## config.mk

```make
export PLATFORM = sky130hd
export DESIGN_NAME = nios_system_cpu_dct_ctrl_flat
export DESIGN_NICKNAME = d
export VERILOG_FILES = /design/src/rtl/nios_system_cpu_dct_ctrl_pkg.sv /design/src/rtl/nios_system_cpu_dct_ctrl_if.sv /design/src/rtl/nios_system_cpu_dct_outreg.sv /design/src/rtl/nios_system_cpu_dct_ctrl.sv /design/src/flat_wrapper.sv
export SDC_FILE = /design/constraint.sdc
export NUM_CORES = 1
export LEC_CHECK = 0
export CORE_AREA = 2 2 91 93
export CTS_CLUSTER_SIZE = 30
export DETAILED_ROUTE_END_ITERATION = 7
export DIE_AREA = 0 0 93 95
export PLACE_DENSITY = 0.75
export SLEW_MARGIN = 20
export SYNTH_ARGS = -nofsm -noshare
export SYNTH_HDL_FRONTEND = slang
export SYNTH_HIERARCHICAL = 1
export SYNTH_SLANG_ARGS = --single-unit
```

## constraint.sdc

```tcl
create_clock -name clk -period 3.97 [get_ports clk]
set_input_delay 0.397 -clock clk [delete_from_list [all_inputs] [get_ports clk]]
set_output_delay 0.397 -clock clk [all_outputs]
set_load 0.01 [all_outputs]
```

## src/rtl/nios_system_cpu_dct_ctrl_pkg.sv

```systemverilog
// Purpose: shared constants, FSM state type and packed output word for the
//          Nios OCI debug-capture-trace packer.
// Contents: SYM_W/DEPTH/BUF_W/CNT_W widths, dct_state_e, dct_word_t.
package nios_dct_pkg;

  localparam int unsigned SYM_W = 2;
  localparam int unsigned DEPTH = 15;
  localparam int unsigned BUF_W = SYM_W * DEPTH;
  localparam int unsigned CNT_W = 4;

  typedef enum logic [2:0] {
    IDLE,
    FILL,
    HOLD,
    DRAIN,
    ENDED
  } dct_state_e;

  // One packed word as handed downstream.
  typedef struct packed {
    logic [CNT_W-1:0] count;
    logic [BUF_W-1:0] data;
  } dct_word_t;

endpackage

```

## src/rtl/nios_system_cpu_dct_ctrl_if.sv

```systemverilog
// Purpose: symbol-in / packed-word-out handshake bundle of the DCT packer.
// Signals: sym_valid/sym_data/sym_ready (symbol link),
//          out_valid/out_ready/out_data/out_count (packed word link).
// Modports: master = trace source + downstream sink, slave = packer.
interface nios_system_cpu_dct_ctrl_if;
  import nios_dct_pkg::*;

  logic             sym_valid;
  logic [SYM_W-1:0] sym_data;
  logic             sym_ready;
  logic             out_valid;
  logic             out_ready;
  logic [BUF_W-1:0] out_data;
  logic [CNT_W-1:0] out_count;

  modport master (
    output sym_valid, sym_data, out_ready,
    input  sym_ready, out_valid, out_data, out_count
  );

  modport slave (
    input  sym_valid, sym_data, out_ready,
    output sym_ready, out_valid, out_data, out_count
  );

endinterface

```

## src/rtl/nios_system_cpu_dct_outreg.sv

```systemverilog
// Purpose: valid/ready holding register for completed packed words.
// Ports: clk, reset (async, active-high); load/word_in from the packer;
//        out_ready from downstream; out_valid/word_out held until taken;
//        free_c is high when a new word may be loaded this cycle.
module nios_system_cpu_dct_outreg
  import nios_dct_pkg::*;
(
  input  logic      clk,
  input  logic      reset,
  input  logic      load,
  input  dct_word_t word_in,
  input  logic      out_ready,
  output logic      out_valid,
  output dct_word_t word_out,
  output logic      free_c
);

  assign free_c = ~out_valid | out_ready;

  // Load has priority; the caller only loads when free_c is high.
  always_ff @(posedge clk or posedge reset) begin
    if (reset) begin
      out_valid <= 1'b0;
      word_out  <= '0;
    end else if (load) begin
      out_valid <= 1'b1;
      word_out  <= word_in;
    end else if (out_ready) begin
      out_valid <= 1'b0;
    end
  end

endmodule

```

## src/rtl/nios_system_cpu_dct_ctrl.sv

```systemverilog
// Purpose: packs 2-bit trace symbols into 15-symbol words, hands them to the
//          output register, sequences flushes and the end-of-test drain.
// Ports: clk, reset (async, active-high); trace_en, flush, test_ending,
//        overflow_clr controls; bus (slave) carries the symbol and word
//        handshakes; dct_buffer/dct_count expose the live fill buffer;
//        overflow (sticky drop flag); test_has_ended (sticky drain done).
module nios_system_cpu_dct_ctrl
  import nios_dct_pkg::*;
#(
  parameter bit DROP_ON_FULL = 1'b0
) (
  input  logic                       clk,
  input  logic                       reset,
  input  logic                       trace_en,
  input  logic                       flush,
  input  logic                       test_ending,
  input  logic                       overflow_clr,
  nios_system_cpu_dct_ctrl_if.slave  bus,
  output logic [BUF_W-1:0]           dct_buffer,
  output logic [CNT_W-1:0]           dct_count,
  output logic                       overflow,
  output logic                       test_has_ended
);

  localparam logic [CNT_W-1:0] FULL_CNT = CNT_W'(DEPTH);

  dct_state_e       state_q, state_d;
  logic [BUF_W-1:0] buf_q, buf_d, merged_buf;
  logic [CNT_W-1:0] cnt_q, cnt_d, merged_cnt;
  logic             flush_req_q, flush_req_d;
  logic             overflow_q, overflow_d;
  logic             full, active, free_c, ready, accept, fits;
  logic             force_flush, handoff, drop;
  logic             out_valid;
  dct_word_t        load_word, out_word;

  nios_system_cpu_dct_outreg u_outreg (
    .clk       (clk),
    .reset     (reset),
    .load      (handoff),
    .word_in   (load_word),
    .out_ready (bus.out_ready),
    .out_valid (out_valid),
    .word_out  (out_word),
    .free_c    (free_c)
  );

  assign bus.sym_ready  = ready;
  assign bus.out_valid  = out_valid;
  assign bus.out_data   = out_word.data;
  assign bus.out_count  = out_word.count;
  assign dct_buffer     = buf_q;
  assign dct_count      = cnt_q;
  assign overflow       = overflow_q;
  assign test_has_ended = (state_q == ENDED);

  // Accept/handoff decision, next fill buffer and next FSM state.
  always_comb begin
    state_d     = state_q;
    buf_d       = buf_q;
    cnt_d       = cnt_q;
    merged_buf  = buf_q;
    merged_cnt  = cnt_q;
    flush_req_d = 1'b0;
    overflow_d  = overflow_q;
    load_word   = '0;

    full   = (cnt_q == FULL_CNT);
    active = (state_q != DRAIN) && (state_q != ENDED);
    // A full buffer can still take a symbol when it is handed off this cycle.
    ready  = ~reset & trace_en & ~test_ending & active & (~full | free_c | DROP_ON_FULL);
    accept = bus.sym_valid & ready;
    fits   = accept & ~full;

    if (fits) begin
      merged_buf[SYM_W * 32'(cnt_q) +: SYM_W] = bus.sym_data;
      merged_cnt = cnt_q + CNT_W'(1);
    end

    force_flush = flush | flush_req_q | test_ending | (state_q == DRAIN);
    handoff     = (merged_cnt != '0) & ((merged_cnt == FULL_CNT) | force_flush) & free_c;
    drop        = accept & full & ~handoff;

    load_word.count = merged_cnt;
    load_word.data  = merged_buf;

    buf_d = merged_buf;
    cnt_d = merged_cnt;
    if (handoff) begin
      buf_d = '0;
      cnt_d = '0;
      // Symbol taken while full starts the next word.
      if (accept & full) begin
        buf_d[SYM_W-1:0] = bus.sym_data;
        cnt_d            = CNT_W'(1);
      end
    end

    // Pending flushes merge; an empty buffer has nothing to flush.
    flush_req_d = (flush | flush_req_q) & ~handoff & (merged_cnt != '0);
    overflow_d  = drop | (overflow_q & ~overflow_clr);

    case (state_q)
      ENDED: state_d = ENDED;
      DRAIN: if (~out_valid && (cnt_q == '0)) state_d = ENDED;
      default: begin
        if (test_ending)                              state_d = DRAIN;
        else if (handoff | (out_valid & ~bus.out_ready)) state_d = HOLD;
        else if (cnt_d != '0)                         state_d = FILL;
        else                                          state_d = IDLE;
      end
    endcase
  end

  always_ff @(posedge clk or posedge reset) begin
    if (reset) begin
      state_q     <= IDLE;
      buf_q       <= '0;
      cnt_q       <= '0;
      flush_req_q <= 1'b0;
      overflow_q  <= 1'b0;
    end else begin
      state_q     <= state_d;
      buf_q       <= buf_d;
      cnt_q       <= cnt_d;
      flush_req_q <= flush_req_d;
      overflow_q  <= overflow_d;
    end
  end

endmodule

```

## src/flat_wrapper.sv

```systemverilog
// flat-port wrapper written by rule: the top's interface ports become plain ports
module nios_system_cpu_dct_ctrl_flat import nios_dct_pkg::*;
#(
  parameter bit DROP_ON_FULL = 1'b0
)
  (clk, reset, trace_en, flush, test_ending, overflow_clr, dct_buffer, dct_count, overflow, test_has_ended, bus_sym_valid, bus_sym_data, bus_out_ready, bus_sym_ready, bus_out_valid, bus_out_data, bus_out_count);
  nios_system_cpu_dct_ctrl_if bus_i ();
  input  logic clk;
  input  logic reset;
  input  logic trace_en;
  input  logic flush;
  input  logic test_ending;
  input  logic overflow_clr;
  output logic [BUF_W-1:0] dct_buffer;
  output logic [CNT_W-1:0] dct_count;
  output logic overflow;
  output logic test_has_ended;
  input wire logic [$bits(bus_i.sym_valid)-1:0] bus_sym_valid;
  input wire logic [$bits(bus_i.sym_data)-1:0] bus_sym_data;
  input wire logic [$bits(bus_i.out_ready)-1:0] bus_out_ready;
  output wire logic [$bits(bus_i.sym_ready)-1:0] bus_sym_ready;
  output wire logic [$bits(bus_i.out_valid)-1:0] bus_out_valid;
  output wire logic [$bits(bus_i.out_data)-1:0] bus_out_data;
  output wire logic [$bits(bus_i.out_count)-1:0] bus_out_count;
  assign bus_i.sym_valid = bus_sym_valid;
  assign bus_i.sym_data = bus_sym_data;
  assign bus_i.out_ready = bus_out_ready;
  assign bus_sym_ready = bus_i.sym_ready;
  assign bus_out_valid = bus_i.out_valid;
  assign bus_out_data = bus_i.out_data;
  assign bus_out_count = bus_i.out_count;
  nios_system_cpu_dct_ctrl #(.DROP_ON_FULL(DROP_ON_FULL)) u_core (.clk(clk), .reset(reset), .trace_en(trace_en), .flush(flush), .test_ending(test_ending), .overflow_clr(overflow_clr), .bus(bus_i), .dct_buffer(dct_buffer), .dct_count(dct_count), .overflow(overflow), .test_has_ended(test_has_ended));
endmodule
```

---- Word-level counts from Yosys, hierarchy flattened ----
Index checks and enable logic that the tools add are counted.
storage, ports and cells
  output and inout port bits .............. 72
  bits in registers ....................... 74
  input port bits ......................... 10
operators by class
  equality and inequality tests ........... 7
  bitwise operators ....................... 29
  reductions and logical operators ........ 6
  add/subtract/negate cells ............... 2
  shifts and indexed selects .............. 2
  multiplexer cells ....................... 14
operators with widths
  kind                                                                      count
  30-bit 2-to-1 mux                                                         2
  5-bit negator with 34-bit output                                          1
  2-bit by 34-bit variable shift with 30-bit output (first input constant)  1
  2-bit by 34-bit indexed part select with 30-bit output                    1
  30-bit bitwise mux                                                        1
  1-bit AND                                                                 14
  3-bit 2-to-1 mux                                                          3
  4-bit == test (second input constant)                                     2
  4-bit 2-to-1 mux                                                          2
  1-bit OR                                                                  8
  4-bit nonzero test                                                        2
  1-bit inverter                                                            7
  3-bit case mux with 2 select lines                                        1
  4-bit by 1-bit adder with 4-bit output (second input constant)            1
  4-bit logical NOT                                                         1
  1-bit 2-to-1 mux                                                          4
  3-bit by 2-bit == test with 1-bit output (second input constant)          1
  3-bit == test (second input constant)                                     1
  3-bit by 2-bit inequality test with 1-bit output (second input constant)  1
  3-bit inequality test (second input constant)                             1
  1-bit logical AND                                                         2
  2-bit 2-to-1 mux                                                          1
  2-bit inequality test (second input constant)                             1
  2-bit nonzero test                                                        1

---- Depth between registers and ports, before layout ----
  depth in word-level cells ............... 18
  mapped depth ............................ 12
  depth with buffers taken out ............ 9

---- Hierarchy ----
Netlist, hierarchy kept.
modules (own cells, without submodules)
  module                      instances  cells an instance  area each (um^2)
  nios_system_cpu_dct_ctrl    1          234                2486.1
  nios_system_cpu_dct_outreg  1          76                 1455.1

---- Worst setup path after synthesis ----
No wires, ideal clock.
  path kind ............................... flip-flop to flip-flop
  start ................................... register u_core.cnt_q[0] (netlist: u_core/dct_count[0])
  end ..................................... register u_core/u_outreg/word_out[0] (netlist bit)
  arrival ................................. 2786 ps
  cell stages (with the launch flop) ...... 13
  setup time .............................. 125 ps
  setup slack ............................. 1059 ps
  period minus slack after synthesis ...... 2911 ps
  path buffers ............................ 3
  cells stage by stage .................... dfrtp_1 -> inv_1 -> ha_1 -> clkbuf_1 -> nor2b_1 -> mux2i_1 -> mux2i_1 -> a21oi_1 -> a21o_1 -> and2_1 -> buf_6 -> buf_12 -> mux2_4
on the way
  cells in the longest elaborated chain, start to end .. 11
  elaborated cells between the ends (all ways) .. 18
ends and longest elaborated chain
  element                     RTL line                                                        text
  start, declared             nios_system_cpu_dct_ctrl.sv:29                                  logic [CNT_W-1:0] cnt_q, cnt_d, merged_cnt;
  start signal, assigned      nios_system_cpu_dct_ctrl.sv:125                                 cnt_q <= cnt_d;
  4-bit == test               nios_system_cpu_dct_ctrl.sv:68                                  full = (cnt_q == FULL_CNT);
  1-bit inverter              nios_system_cpu_dct_ctrl.sv:71, nios_system_cpu_dct_ctrl.sv:73
  1-bit OR                    nios_system_cpu_dct_ctrl.sv:71                                  ready = ~reset & trace_en & ~test_ending & active & (~full | free_c | DROP_ON_FULL);
  1-bit AND                   nios_system_cpu_dct_ctrl.sv:71
  1-bit AND                   nios_system_cpu_dct_ctrl.sv:72                                  accept = bus.sym_valid & ready;
  1-bit AND                   nios_system_cpu_dct_ctrl.sv:73                                  fits = accept & ~full;
  4-bit 2-to-1 mux (*)        nios_system_cpu_dct_ctrl.sv:75                                  if (fits) begin
  4-bit == test               nios_system_cpu_dct_ctrl.sv:81                                  handoff = (merged_cnt != '0) & ((merged_cnt == FULL_CNT) | force_flush) & free_c;
  1-bit OR                    nios_system_cpu_dct_ctrl.sv:81
  1-bit AND (*) (2 in a row)  nios_system_cpu_dct_ctrl.sv:81
  net u_core.handoff          nios_system_cpu_dct_ctrl.sv:33                                  logic force_flush, handoff, drop;
  end signal, assigned        nios_system_cpu_dct_outreg.sv:27                                word_out <= word_in;
  end, declared               nios_system_cpu_dct_outreg.sv:14                                output dct_word_t word_out,
Mark *: on every way through the listed nets, which the timed path passes. The rest lies on a longest branch.
A chain may end at the register's enable or synchronous reset.

---- Worst setup path in the final report ----
  start ................................... input port test_ending
  end ..................................... register u_core/u_outreg/word_out[23] (netlist bit)
on the way
  cells in the longest elaborated chain, start to end .. 11
  elaborated cells between the ends (all ways) .. 15
ends and longest elaborated chain
  element                     RTL line                        text
  start, declared             flat_wrapper.sv:12              input logic test_ending;
  1-bit inverter              nios_system_cpu_dct_ctrl.sv:71
  1-bit AND (3 in a row)      nios_system_cpu_dct_ctrl.sv:71
  1-bit AND                   nios_system_cpu_dct_ctrl.sv:72
  1-bit AND                   nios_system_cpu_dct_ctrl.sv:73
  4-bit 2-to-1 mux            nios_system_cpu_dct_ctrl.sv:75
  4-bit == test               nios_system_cpu_dct_ctrl.sv:81
  1-bit OR                    nios_system_cpu_dct_ctrl.sv:81
  1-bit AND (*) (2 in a row)  nios_system_cpu_dct_ctrl.sv:81
  net u_core.handoff          nios_system_cpu_dct_ctrl.sv:33
Marks and branches as above.

==> metrics.cfg <==
[drt]
first_iter_violations=141
routed-via-count=2727
drtAntennaViolNets=0
detail_route.first_pass.iterations=4
wl_microns=9185
routed_via_density=5.379
routedWlPerCell_microns=18.12
remaining_drc_errors=0

[cells_and_area]
layout_commonest_cell=clkdlybuf4s50_1
diodes=0
finish.utilization=0.6305
area_growth_pct=26.83
drive_gt1_frac=0.2687
mostFrequentLayoutCells=clkdlybuf4s50_1 (81), dfrtp_1 (74), mux2_2 (35), mux2_4 (29), nand2_1 (22)
final_area_sq_um=4999
nNetsFinal=414

[timing]
fmax_ghz=0.2969
setup_tns_ns=0
period_needed_ns=3.368
tightest_slew_ns=0.7128
hold_ws_ns=0.5117
final-setup-viol-count=0
fin_crit_sh=0.8484
finalHoldViolations=0
drv_slew=0
slew_headroom=0.5238
fin_skew_ns=0.01162
finalWorstSetupSlack_ns=0.6018
rsz0062_at_grt=no

[critical_path]
reg2reg_to=u_core/u_outreg/word_out[23]
r2r_slack_ns=0.62
worstRegToRegCells=10
cp.arrival_ns=3.60
start_kind=primary input
r2r_start=u_core/dct_count[0]
crit_fanout=17
crit_type=in2reg
required_ns=4.20
cp-end-kind=register

[logic_synthesis]
ys_async_sr_fraction=1.000
synthCells=310
netlist_area_sq_um=3941
syn_nets=326
syn_area_per_cell_sq_um=12.71
ys.warnings.count=6
ys_seq_area_frac=0.4698
ys_seq_elements=74
synth_cell_types=46
ys.flop_type=dfrtp_1
synth-edff-count=0

[hold_path]
min_to=u_core/u_outreg/word_out[13]
hp-class=reg2reg
hp-start=u_core/u_outreg/word_out[13]
min_path_cells=1

[place]
dpl_cell_area_sq_um=4813
port_buffers=81
globalplace.congestion=0.8197
dp_hpwl_microns=6531
pre_cts_slack_ns=0.2494

[floorplan]
die_w_microns=93
die_h_microns=95
die_area_sq_um=8835
start_util=0.4972
pin_count=82
core-area_sq_um=7928
rows=33

[power]
powerDensity_nw_per_um2=372.5
clock_power_share=0.307
p_seq_frac=0.449
switching_share=0.2955
comb_power_share=0.244
power.switching_uw=550.3
p_int_uw=1312
p_leak_uw=0.002290
ir_drop_mv=0.2332

[global_route]
grt_use_total=0.2198
grt_pass1_wl_microns=14950
first_global_vias=2870
grt_max_degree=40
antenna_found_initial=0
overflow=0

[clock_network]
clock_latency_ns=0.34
cts_buffer_depth=2
cts_setup_buffers=0
cts_hold_buf=0
cts_tree=built
htree_levels=3
clock-sinks=74
clkTransAtPathRegs_ns=0.08
cts_resized=0
numCtsBuffers=9
clk_root_buffer_cell=clkbuf_8

[job]
cap_violations=0

[run_status]
status=finished, final reports clean

[layer usage]
metal | up-vias | global-route usage | routed length (microns)
li1 | 1266 | - | -
met1 | 1374 | 0.2978 | 4168
met2 | 73 | 0.3611 | 4536
met3 | 14 | 0.03512 | 316
met4 | 0 | 0.07721 | 164
met5 | - | 0 | 0
[worst max-delay path by stage]
stage	to	depth (start not counted)	slack (ns)	startpoint
finish	u_core/u_outreg/word_out[23]	9	0.60	test_ending
global route	u_core/u_outreg/word_out[23]	10	0.41	u_core/dct_count[0]
CTS	u_core/u_outreg/word_out[23]	9	0.61	test_ending
detailed placement	u_core/u_outreg/word_out[23]	9	0.25	test_ending
global placement	u_core/u_outreg/word_out[24]	9	0.37	test_ending
floorplan	u_core/u_outreg/word_out[0]	12	1.06	u_core/dct_count[0]
[cell families after synthesis]
logic type               share of synthesized area
AO/OA/AOI/OAI                              0.04889
XOR/XNOR                                  0.004445
adder cells (fa/ha/maj)                    0.01905
buffers and inverters                      0.04667
flip-flops                                  0.4698
multiplexers                                0.2289
AND/OR/NAND/NOR                             0.1822
[power groups by stage]
stage               clock network, uW  registers [uW]  logic [uW]
detailed placement                  0             852         456
global placement                    0             851         446
floorplan                           0             859         314
finish                            571             836         455
global route                      615             841         492
CTS                               586             838         457
[synth_stat cells, types with 3 or more instances]
master / count / area (sq um)
and3_1: 4 / 25.02
clkbuf_1: 4 / 15.01
inv_1: 11 / 41.29
nor3b_1: 16 / 120.1
nand2_1: 22 / 82.58
mux2_2: 35 / 394.1
a21oi_1: 4 / 20.02
mux2i_1: 5 / 50.05
and2_1: 6 / 37.54
nand2b_1: 8 / 50.05
dfrtp_1: 74 / 1852
mux2_4: 29 / 435.4
nor2_1: 12 / 45.04
nor4_1: 3 / 18.77
a21boi_0: 7 / 52.55
nor3_1: 8 / 40.04
nor3b_2: 10 / 125.1
buf_12: 4 / 80.08
o21ai_0: 3 / 15.01
nor2b_1: 6 / 37.54
ha_1: 6 / 75.07
buf_6: 3 / 33.78
[layout make-up]
class                   instances  area (sq um)
fillers                       638          2929
repair buffers                 90         878.3
inverters                      12         45.04
multi-input cells             211          1907
flip-flops and latches         74          1852
clock inverters                 3         40.04
clock buffers                  12         145.1
well taps                     105         131.4
[worst max-delay path: stages]
cell,delay [ns]
clkdlybuf4s50_1,0.49
or3b_4,0.46
nor4_4,0.29
mux2i_4,0.15
a21oi_1,0.31
a21o_1,0.29
and2_2,0.54
buf_4,0.35
mux2_4,0.33
[sequential cells by signal, indices dropped and copies added (netlist names)]
name,flops
u_core/dct_count,4
u_core/dct_buffer,30
u_core/state_q,3
u_core/u_outreg/word_out,34
u_core/u_outreg/out_valid,1
u_core/flush_req_q,1
u_core/overflow,1
[metrics by stage]
step / power [uW] / instances
2_1_floorplan: 1173 / 310
3_3_place_gp: 1298 / 492
4_1_cts: 1881 / 507
3_5_place_dp: 1308 / 492
5_1_grt: 1948 / 507
6_report: 1862 / 507
No activity file was read; power rests on OpenSTA's default activity.
